==> src/rtl/ssp_frame_tx_pkg.sv <==
// Shared definitions for the SSP frame transmitter: parameter defaults and FSM encoding.
package ssp_frame_tx_pkg;

  localparam int DIV_DEF   = 4;
  localparam int WIDTH_DEF = 8;

  typedef enum logic [1:0] {
    IDLE  = 2'd0,
    SHIFT = 2'd1,
    GAP   = 2'd2
  } state_e;

endpackage

==> src/rtl/ssp_frame_tx_clkdiv.sv <==
// Half-period divider: counts 0..DIV-1 while enabled, pulses wrap on DIV-1, toggles clk_o on wrap.
// Single-cycle wrap pulse; clear forces count and clock low with priority over enable.
module ssp_clkdiv #(
  parameter int DIV = 4,
  parameter int CW  = $clog2(DIV)
) (
  input  logic          clk_i,
  input  logic          rst_i,
  input  logic          en_i,
  input  logic          clr_i,
  input  logic          tog_en_i,
  output logic          wrap_o,
  output logic [CW-1:0] cnt_o,
  output logic          clk_o
);

  logic [CW-1:0] cnt_q, cnt_d;
  logic          clk_q, clk_d;

  assign wrap_o = en_i && (cnt_q == CW'(DIV - 1));

  always_comb begin
    cnt_d = cnt_q;
    clk_d = clk_q;
    if (clr_i) begin
      cnt_d = '0;
      clk_d = 1'b0;
    end else if (en_i) begin
      cnt_d = wrap_o ? '0 : cnt_q + 1'b1;
      // Counting continues in the gap with the clock held low.
      if (wrap_o && tog_en_i) clk_d = ~clk_q;
    end
  end

  always_ff @(posedge clk_i or posedge rst_i) begin
    if (rst_i) begin
      cnt_q <= '0;
      clk_q <= 1'b0;
    end else begin
      cnt_q <= cnt_d;
      clk_q <= clk_d;
    end
  end

  assign cnt_o = cnt_q;
  assign clk_o = clk_q;

endmodule

==> src/rtl/ssp_frame_tx.sv <==
// Serialises one byte MSB-first onto ssp_clk/ssp_frame/ssp_bit with a router select; all outputs registered.
// Accepts a byte only when idle (din_ready); a frame plus gap occupies (2*WIDTH+2)*DIV cycles.
module ssp_frame_tx
  import ssp_frame_tx_pkg::*;
#(
  parameter int DIV   = DIV_DEF,
  parameter int WIDTH = WIDTH_DEF
) (
  input  logic             ck_1356meg,
  input  logic             reset,
  input  logic [WIDTH-1:0] din,
  input  logic             din_ch,
  input  logic             din_valid,
  output logic             din_ready,
  output logic             ssp_clk,
  output logic             ssp_frame,
  output logic             ssp_bit,
  output logic             sel,
  output logic             busy
);

  localparam int CW     = $clog2(DIV);
  localparam int HALVES = 2 * WIDTH + 2;
  localparam int HW     = $clog2(HALVES);

  state_e           state_q, state_d;
  logic [HW-1:0]    half_q, half_d;
  logic [WIDTH-1:0] shreg_q, shreg_d;
  logic             sel_q, sel_d;
  logic             frame_q, frame_d;
  logic             rdy_q, busy_q;
  logic             wrap, fall, capture;
  logic [CW-1:0]    cnt;

  assign capture = (state_q == IDLE) && din_valid && rdy_q;
  // Odd half-period count before a wrap means this wrap is a falling toggle.
  assign fall    = wrap && half_q[0];

  ssp_clkdiv #(
    .DIV (DIV),
    .CW  (CW)
  ) u_clkdiv (
    .clk_i    (ck_1356meg),
    .rst_i    (reset),
    .en_i     (state_q != IDLE),
    .clr_i    (state_q == IDLE),
    .tog_en_i (state_q == SHIFT),
    .wrap_o   (wrap),
    .cnt_o    (cnt),
    .clk_o    (ssp_clk)
  );

  always_comb begin
    state_d = state_q;
    half_d  = half_q;
    shreg_d = shreg_q;
    sel_d   = sel_q;
    frame_d = frame_q;
    if (wrap) half_d = half_q + 1'b1;
    // Zero fill means the final shift leaves ssp_bit low through gap and idle.
    if (fall) begin
      shreg_d = shreg_q << 1;
      frame_d = 1'b0;
    end
    unique case (state_q)
      IDLE: begin
        if (capture) begin
          state_d = SHIFT;
          half_d  = '0;
          shreg_d = din;
          sel_d   = din_ch;
          frame_d = 1'b1;
        end
      end
      SHIFT: begin
        if (fall && half_q == HW'(2 * WIDTH - 1)) state_d = GAP;
      end
      GAP: begin
        // Leave one cycle early so din_ready is up for a capture on the gap's last edge.
        if (half_q == HW'(HALVES - 1) && cnt == CW'(DIV - 2)) begin
          state_d = IDLE;
          half_d  = '0;
        end
      end
      default: state_d = IDLE;
    endcase
  end

  always_ff @(posedge ck_1356meg or posedge reset) begin
    if (reset) begin
      state_q <= IDLE;
      half_q  <= '0;
      shreg_q <= '0;
      sel_q   <= 1'b0;
      frame_q <= 1'b0;
      rdy_q   <= 1'b0;
      busy_q  <= 1'b0;
    end else begin
      state_q <= state_d;
      half_q  <= half_d;
      shreg_q <= shreg_d;
      sel_q   <= sel_d;
      frame_q <= frame_d;
      rdy_q   <= (state_d == IDLE);
      busy_q  <= (state_d != IDLE);
    end
  end

  assign din_ready = rdy_q;
  assign ssp_frame = frame_q;
  assign ssp_bit   = shreg_q[WIDTH-1];
  assign sel       = sel_q;
  assign busy      = busy_q;

endmodule

==> config.mk <==
export PLATFORM = sky130hd
export DESIGN_NAME = ssp_frame_tx
export DESIGN_NICKNAME = d
export VERILOG_FILES = /design/src/rtl/ssp_frame_tx_pkg.sv /design/src/rtl/ssp_frame_tx_clkdiv.sv /design/src/rtl/ssp_frame_tx.sv
export SDC_FILE = /design/constraint.sdc
export NUM_CORES = 1
export LEC_CHECK = 0
export ABC_AREA = 1
export BUFFER_PORTS_ARGS = -buffer_cell sky130_fd_sc_hd__clkbuf_2
export CORE_UTILIZATION = 58
export CTS_BUF_LIST = sky130_fd_sc_hd__clkbuf_16
export DETAILED_ROUTE_END_ITERATION = 6
export GPL_ROUTABILITY_DRIVEN = 0
export PLACE_DENSITY_LB_ADDON = 0.25
export SLEW_MARGIN = 20
export SYNTH_ARGS = -nofsm -noshare
export SYNTH_HDL_FRONTEND = slang
export SYNTH_HIERARCHICAL = 1
export SYNTH_SLANG_ARGS = --single-unit
==> constraint.sdc <==
create_clock -name ck_1356meg -period 2.4 [get_ports ck_1356meg]
set_input_delay 0.48 -clock ck_1356meg [delete_from_list [all_inputs] [get_ports ck_1356meg]]
set_output_delay 0.48 -clock ck_1356meg [all_outputs]
set_load 0.1 [all_outputs]
; ---- Word-level counts from Yosys, hierarchy flattened
; Index checks and enable logic that the tools add are counted.
[word_totals]
reg_bits = 22
input_bits = 12
output_inout_bits = 6
wordCells = 53
[classes]
add_sub_neg = 2
eq_ne = 6
n_mux = 20
bitwise = 1
n_reduce_logical = 15
[ops]
columns = operator, n
row1 = two-way mux 8 bit, 3
row2 = two-way mux 5 bit, 3
row3 = two-way mux 2 bit, 6
row4 = one-hot mux 5 bit (2 select lines), 1
row5 = nonzero test 2 bit, 4
row6 = logical AND 1 bit, 7
row7 = == test 2 bit (second input constant), 3
row8 = two-way mux 1 bit, 6
row9 = one-hot mux 2 bit (3 select lines), 1
row10 = adder 5 x 1 -> 5 bit (second input constant), 1
row11 = == test 5 x 4 -> 1 bit (second input constant), 1
row12 = == test 5 bit (second input constant), 1
row13 = logical NOT 2 bit, 2
row14 = AND reduction 2 bit, 2
row15 = adder 2 x 1 -> 2 bit (second input constant), 1
row16 = == test 2 x 1 -> 1 bit (second input constant), 1
row17 = inverter 1 bit, 1

; ---- Depth between registers and ports, before layout
; Gate-level depths: netlist of the first run.
[logic_depth]
word_depth = 7
depth_mapped = 11
mapped_depth_nobuf = 10

; ---- Hierarchy
; Netlist of the first run, hierarchy kept.
[modules_own_cells]
columns = mod, instances, cells_each, area_per_inst_um2, seq_area_each_um2
row1 = ssp_frame_tx, 1, 124, 969.7, 475.5
row2 = ssp_clkdiv, 1, 20, 157.7, 75.1

; ---- Worst setup path after synthesis of the first run
; Ideal clock, no wire load.
[synth_path]
path_type = flip-flop to flip-flop
start = reg rdy_q (netlist: din_ready)
end = reg shreg_q[7]
setup_ns = 0.119
arrival_ns = 1.469
required_time_ns = 2.281
setup_slack_ns = 0.812
stages_incl_launch_ff = 6
n_path_buf = 1
synth_period_minus_slack_ns = 1.588
cell_sequence = dfrtp_1 nand2_1 inv_1 nand2_4 buf_6 o21a_1
[synth_between]
elab_chain_cells = 3
[synth_lines]
columns = element, line_no
row1 = from (decl), ssp_frame_tx.sv:31  ; logic rdy_q, busy_q;
row2 = from (signal assigned), ssp_frame_tx.sv:104  ; rdy_q <= (state_d == IDLE);
row3 = logical AND 1 bit, ssp_frame_tx.sv:35  ; assign capture = (state_q == IDLE) && din_valid && rdy_q;
row4 = two-way mux 8 bit, ssp_frame_tx.sv:67  ; if (capture) begin
row5 = two-way mux 8 bit, ssp_frame_tx.sv:65  ; unique case (state_q)
row6 = via shreg_d[7], ssp_frame_tx.sv:28  ; logic [WIDTH-1:0] shreg_q, shreg_d;
row7 = to (signal assigned), ssp_frame_tx.sv:101  ; shreg_q <= shreg_d;
row8 = to (decl), ssp_frame_tx.sv:28
; The timed path passes the listed nets, and every way through them passes these cells.
; A chain may end at the register's enable or synchronous reset.

; ---- Worst setup path in the final report of the first run
[layout_path]
start = reg state_q[1]
end = reg shreg_q[7]
[layout_between]
elab_chain_cells = 6
elab_cells_between_ends = 9
classes_between = mux (3) / reduce/logical (6)
[layout_lines]
columns = element, line_no
row1 = from (decl), ssp_frame_tx.sv:26  ; state_e state_q, state_d;
row2 = from (signal assigned), ssp_frame_tx.sv:99  ; state_q <= state_d;
row3 = nonzero test 2 bit *, ssp_frame_tx.sv:45  ; .en_i (state_q != IDLE),
row4 = logical AND 1 bit *, ssp_frame_tx_clkdiv.sv:20  ; assign wrap_o = en_i && (cnt_q == CW'(DIV - 1));
row5 = via wrap, ssp_frame_tx.sv:32  ; logic wrap, fall, capture;
row6 = logical AND 1 bit *, ssp_frame_tx.sv:37  ; assign fall = wrap && half_q[0];
row7 = two-way mux 8 bit *, ssp_frame_tx.sv:61  ; if (fall) begin
row8 = two-way mux 8 bit, ssp_frame_tx.sv:67
row9 = two-way mux 8 bit *, ssp_frame_tx.sv:65
row10 = via shreg_d[7], ssp_frame_tx.sv:28
; Mark *: on every way through the listed nets, which the timed path passes. The rest lies on a longest branch.

==> flow_summary.toml, run 1 <==
[clock_network]
h-tree-depth = 1
clk_pin_slew_ns = 0.06
post_cts_buffers = 0
root_buffer = "clkbuf_16"
hold_buffers = 0
ctsResizeCount = 0
cts_sinks = 22
cts_buffers = 3
tritoncts = "done"
cts_max_path_buffers = 2
insertion_delay_ns = 0.25

[floorplanning]
core_um2 = 1780
fp.dieH_um = 46.1
start_util_pct = 63.2
rows = 15
dieArea_um2 = 2120
die_w_um = 46.1
ioPinCount = 18

[drt]
via_count = 947
first_iter_violations = 19
wirelength_um = 2160
dr.pass1.iters = 4
ant_nets = 0
via_per_inst = 5.04
wl_per_cell_um = 11.5
drc = 0

[sta]
finalHoldViolCount = 0
setup_ws_ns = 0.617
relSlewSlack_pct = 53.1
finalSetupViolCount = 0
post-route-period-util_pct = 74.3
min_period_ns = 1.78
tns_ns = 0
fin_skew_ns = 0.00110
slew_violations = 0
rsz0062_at_grt = "false"
max_freq_mhz = 561
worstMarginPinSlew_ns = 0.703

[cells_and_area]
area_delta_synth_final_pct = 17.6
nets = 181
drive_gt1_share_pct = 16.0
diodes = 0
stdcell_count = 188

[setup_path]
critPathRequiredTime_ns = 2.59
critPathMaxFanout = 9
crit_type = "reg -> reg"
crit_path_end_kind = "register"
arrival_ns = 1.98
start_kind = "register"

[yosys]
synth_edf_count = 0
synth_top_area_share_pct = 48.8
synth_cells = 144
synth_cell_types = 16
syn_area_per_cell_um2 = 7.83
synthMostInstantiatedCell = "nand2_1"
synth_top_area_cell = "dfrtp_1"
synth-seq-cells = 22
syn_area_um2 = 1130
yosys_warnings = 6
syn-num-nets = 161
synth_area_leaders = "dfrtp_1, nand2_1, inv_1, ha_1, nor2_1"
seq_area_frac_synth_pct = 48.8
ys.flop_type = "dfrtp_1"
async_reset_ff_share_pct = 100
synth_common_cells = "nand2_1, dfrtp_1, inv_1"

[pwr]
total_power_w = 0.00158
ir_drop_mv = 0.766
powerDensity_nw_per_um2 = 1190
p_leak_nw = 0.754

[global_route]
grt_max_degree = 20
grt_pass1_vias = 856
grtUsageTotal_pct = 24.1
grt.overflow.total = 0
grt_pass1_wl_um = 3590
antenna_found_initial = 0

[placement]
hpwl_um = 1480
dp_cells = 184
post-place-ws_ns = 0.656
numPortBuffers = 17

[run]
max_cap_violations = 0

[worst_hold_path]
min_path_type = "in -> async"

[outcome]
status = "completed"
-- critical path, stage by stage (launching register included) --
cell	delay [ns]
dfrtp_1	0.41
nor2_4	0.18
inv_1	0.12
nand2_1	0.11
inv_1	0.11
ha_1	0.30
inv_2	0.15
nor2_1	0.05
o21ai_0	0.15
o21a_1	0.14
-- area by class of cell --
type / instances / area (µm²)
Tap cell: 25 / 31.3
Clock inverter: 1 / 30.0
Sequential cell: 22 / 551
Multi-Input combinational cell: 96 / 464
Inverter: 24 / 90.1
Fill cell: 130 / 457
Clock buffer: 3 / 75.1
Timing Repair Buffer: 17 / 85.1
-- registers in the layout, summed over array words and instances, names as in the netlist, 2 cells and up --
signal / count
half_q: 5
shreg_q: 8
u_clkdiv/cnt_o: 2
state_q: 2
-- routing by layer --
metal	GRT usage, %	routed length, µm	vias up
li1	-	-	470
met3	3.53	129	5
met4	8.82	35	0
met1	29.4	913	439
met2	42.5	1090	33
met5	0	0	-
-- worst paths after layout --
kind                       slack, ns  cells after the start           endpoint        from
setup / recovery                0.62                      9         shreg_q[7]  state_q[1]
hold / removal                  0.07                      2  u_clkdiv/cnt_o[0]       reset
setup reg to reg                0.62                      9         shreg_q[7]  state_q[1]
hold reg to reg                 0.49                      2                sel         sel
max in group asynchronous       1.63                      2         shreg_q[4]       reset
min in group ck_1356meg         0.42                      3                sel      din_ch
-- cells in the final DEF (no fill, tap or decap) --
| cell type | instances |
|---|---|
| clkbuf_16 | 3 |
| ha_1 | 5 |
| xnor2_1 | 2 |
| inv_1 | 22 |
| dfrtp_1 | 22 |
| o21a_1 | 1 |
| xor2_1 | 1 |
| o21ai_2 | 1 |
| clkbuf_2 | 17 |
| bufinv_16 | 1 |
| nand2_1 | 51 |
| inv_2 | 2 |
| nand3_1 | 6 |
| nand2_4 | 1 |
| o21ai_0 | 10 |
| nor2_1 | 16 |
| nor2_4 | 1 |
| a21oi_1 | 1 |
-- cells by family (layout without fill, tap and decap cells) --
group	count (synthesis)	in the layout	synth area share (%)
flip-flops	22	22	48.8
adder cells (fa/ha/maj)	5	5	5.55
AO/OA/AOI/OAI	13	13	6.33
AND/OR/NAND/NOR	75	75	27.0
buffers and inverters	26	45	9.99
XOR/XNOR	3	3	2.33
-- metrics by stage --
| step | utilization [%] | cell area [µm²] | hold slack [ns] |
|---|---|---|---|
| after floorplan | - | 1130 | 0.234 |
| after global placement | 68.5 | 1220 | 0.343 |
| after detailed placement | 68.5 | 1220 | 0.348 |
| after CTS | 74.4 | 1330 | 0.0814 |
| after global routing | 74.4 | 1330 | 0.0988 |
| final | 74.4 | 1330 | 0.0745 |
-- power breakdown --
group	switching, W	internal, W
combinational	0.000412	0.000149
clock	0.000129	0.000331
sequential	0.0000823	0.000479
total	0.000624	0.000958
No activity file was read; power rests on OpenSTA's default activity.
==> run 2: changes to the inputs <==
- ABC_AREA: 1 -> 0
- CORE_UTILIZATION: 58 -> 54
- clock period: 2.4 -> 1.8 ns (I/O delays scaled with it)
==> run 2 against run 1 <==
- flip-flop and latch count did not move
- utilization rose by 0.058 points
- synthesized cell count fell by 31%
- combinational power rose by 100%
- clock-buffer cell count did not move
- power rose by 68%
- die area rose by 3.0%
- fmax rose by 13%
- worst setup slack got worse by 0.40 ns
- critical path type unchanged
- largest power group is now combinational cells
==> flow_summary.toml, run 2 <==
[placement]
hpwl_um = 1460
numPortBuffers = 17
post-place-ws_ns = 0.151

[sta]
tns_ns = 0
min_period_ns = 1.58
post-route-period-util_pct = 87.8
max_freq_mhz = 633
worstMarginPinSlew_ns = 0.545
setup_ws_ns = 0.220
finalSetupViolCount = 0
slew_violations = 0
relSlewSlack_pct = 63.8
finalHoldViolCount = 0
whs_ns = 0.306
rsz0062_at_grt = "false"
fin_skew_ns = 0.00354

[cells_and_area]
largest_reg_flops = 8
diodes = 0
drive_gt1_share_pct = 28.8
top_register = "shreg_q"
final_common_cell = "dfrtp_1"
nets = 143
utilization_pct = 74.4
area_delta_synth_final_pct = 23.9
top_regs = "shreg_q: 8 flops, half_q: 5 flops"
fill_cells = 131
final_cell_mix = "dfrtp_1, clkbuf_2, nand2_1, o21ai_0, inv_1"

[yosys]
synth_area_leaders = "dfrtp_1, mux2i_1, ha_1, o21ai_0, nand2_1"
seq_area_frac_synth_pct = 50.9
synth_cells = 100
synth_top_area_share_pct = 50.9
synth_edf_count = 0
syn_area_um2 = 1080
synth_compound_area_share_pct = 10.5
syn-num-nets = 117
synth-seq-cells = 22
ys.flop_type = "dfrtp_1"
async_reset_ff_share_pct = 100
synthMostInstantiatedCell = "dfrtp_1"
yosys_warnings = 6
synth_mux_area_share_pct = 9.48
synth_top_family_by_area = "simple AND/OR/NAND/NOR gates"
synthXorXnorAreaFrac_pct = 1.62
synth_adder_area_share_pct = 5.78
syn_area_per_cell_um2 = 10.8
synth_cell_types = 26
synth_common_cells = "dfrtp_1, nand2_1, o21ai_0"
synth_top_area_cell = "dfrtp_1"
synth-simple-area-share_pct = 16.1

[pwr]
powerDensity_nw_per_um2 = 1980
clkPwrFrac_pct = 23.3
p_int_w = 0.00151
total_power_w = 0.00266
p_sw_share_pct = 43.1
ir_drop_mv = 1.12
pwr-share-comb_pct = 43.0
p_sw_w = 0.00115
p_seq_share_pct = 33.7
p_leak_nw = 0.636

[clock_network]
insertion_delay_ns = 0.25
h-tree-depth = 1
cts_buffers = 3
cts_max_path_buffers = 2
tritoncts = "done"
clk_pin_slew_ns = 0.06
post_cts_buffers = 0
root_buffer = "clkbuf_16"
cts_sinks = 22

[floorplanning]
rows = 15
ioPinCount = 18
core_um2 = 1800
dieArea_um2 = 2190
die_w_um = 46.8
fp.dieH_um = 46.8
start_util_pct = 60.1

[setup_path]
crit_type = "reg -> reg"
crit_path_end_kind = "register"
start_kind = "register"
rrSetupSlack_ns = 0.22
startpoint = "u_clkdiv/cnt_o[0]"
critPathMaxFanout = 10
r2r-end = "shreg_q[1]"
critPathRequiredTime_ns = 1.93
arrival_ns = 1.71
endpoint = "shreg_q[1]"
r2r_start = "u_clkdiv/cnt_o[0]"
r2r_cells = 5

[drt]
wl_per_cell_um = 14.1
via_count = 787
dr.pass1.iters = 4
via_per_inst = 5.25
first_iter_violations = 10
wirelength_um = 2110
drc = 0
ant_nets = 0

[run]
max_cap_violations = 0

[global_route]
grt_max_degree = 20
grt.overflow.total = 0
grt_pass1_wl_um = 3530
antenna_found_initial = 0
grt_pass1_vias = 795
grtUsageTotal_pct = 23.5

[outcome]
status = "completed"

[worst_hold_path]
hp-start = "din[4]"
min_path_type = "in -> reg"
[run 2: cell families (layout without fill, tap and decap cells)]
family | after synthesis | count (layout)
compound gates | 16 | 16
xor+xnor | 2 | 2
fa+ha+maj | 5 | 5
buf+inv | 12 | 37
flops | 22 | 22
mux | 10 | 10
simple gates | 33 | 33
[run 2: what timing repair did]
action                                  in CTS  in global routing
endpoints found under the hold margin        3                  0
endpoints found under the setup margin       0                  4
resized for setup                            0                  1
hold buffers                                 1                  0
[run 2: routing by layer]
layer  wire [µm]  track usage (%)
met1        1000             31.4
met2        1040             38.1
met3          63             3.85
met4           6             9.71
met5           0                0
[run 2: worst min-delay path by stage]
stage | endpoint | slack, ns | cells after the start
after global placement | u_clkdiv/clk_o | 0.22 | 2
after global routing | shreg_q[5] | 0.31 | 3
after floorplan | u_clkdiv/clk_o | 0.11 | 1
final | shreg_q[4] | 0.31 | 3
after detailed placement | u_clkdiv/clk_o | 0.23 | 2
after CTS | shreg_q[4] | 0.31 | 3
[run 2: cell type report]
| cell class | instances | area, µm² | area share, % |
|---|---|---|---|
| multi-input combinational | 66 | 479 | 35.7 |
| clock inverter | 1 | 30.0 | 2.24 |
| clock buffer | 3 | 75.1 | 5.60 |
| inverter | 9 | 33.8 | 2.52 |
| sequential | 22 | 552 | 41.1 |
| tap | 25 | 31.3 | 2.33 |
| timing repair buffer | 24 | 140 | 10.4 |
[run 2: power by group through the flow]
| stage | logic, W | registers (W) | clock network [W] |
|---|---|---|---|
| 3_5_place_dp | 0.00114 | 0.000893 | 0 |
| 4_1_cts | 0.00114 | 0.000894 | 0.000630 |
| 2_1_floorplan | 0.000462 | 0.00131 | 0 |
| 6_report | 0.00114 | 0.000895 | 0.000620 |
| 3_3_place_gp | 0.00111 | 0.000876 | 0 |
| 5_1_grt | 0.00126 | 0.000924 | 0.000653 |
[run 2: stage by stage]
stage | area, µm² | std cells
final | 1340 | 150
after global routing | 1340 | 150
after CTS | 1340 | 150
after detailed placement | 1220 | 145
after global placement | 1220 | 145
after floorplan | 1080 | 100
[run 2: worst max-delay path, cell delays in order, from the launching register on]
cell and delay [ns]:
dfrtp_1 0.42, ha_1 0.21, and2_1 0.18, ha_2 0.34
mux2i_1 0.23, o21ai_0 0.09
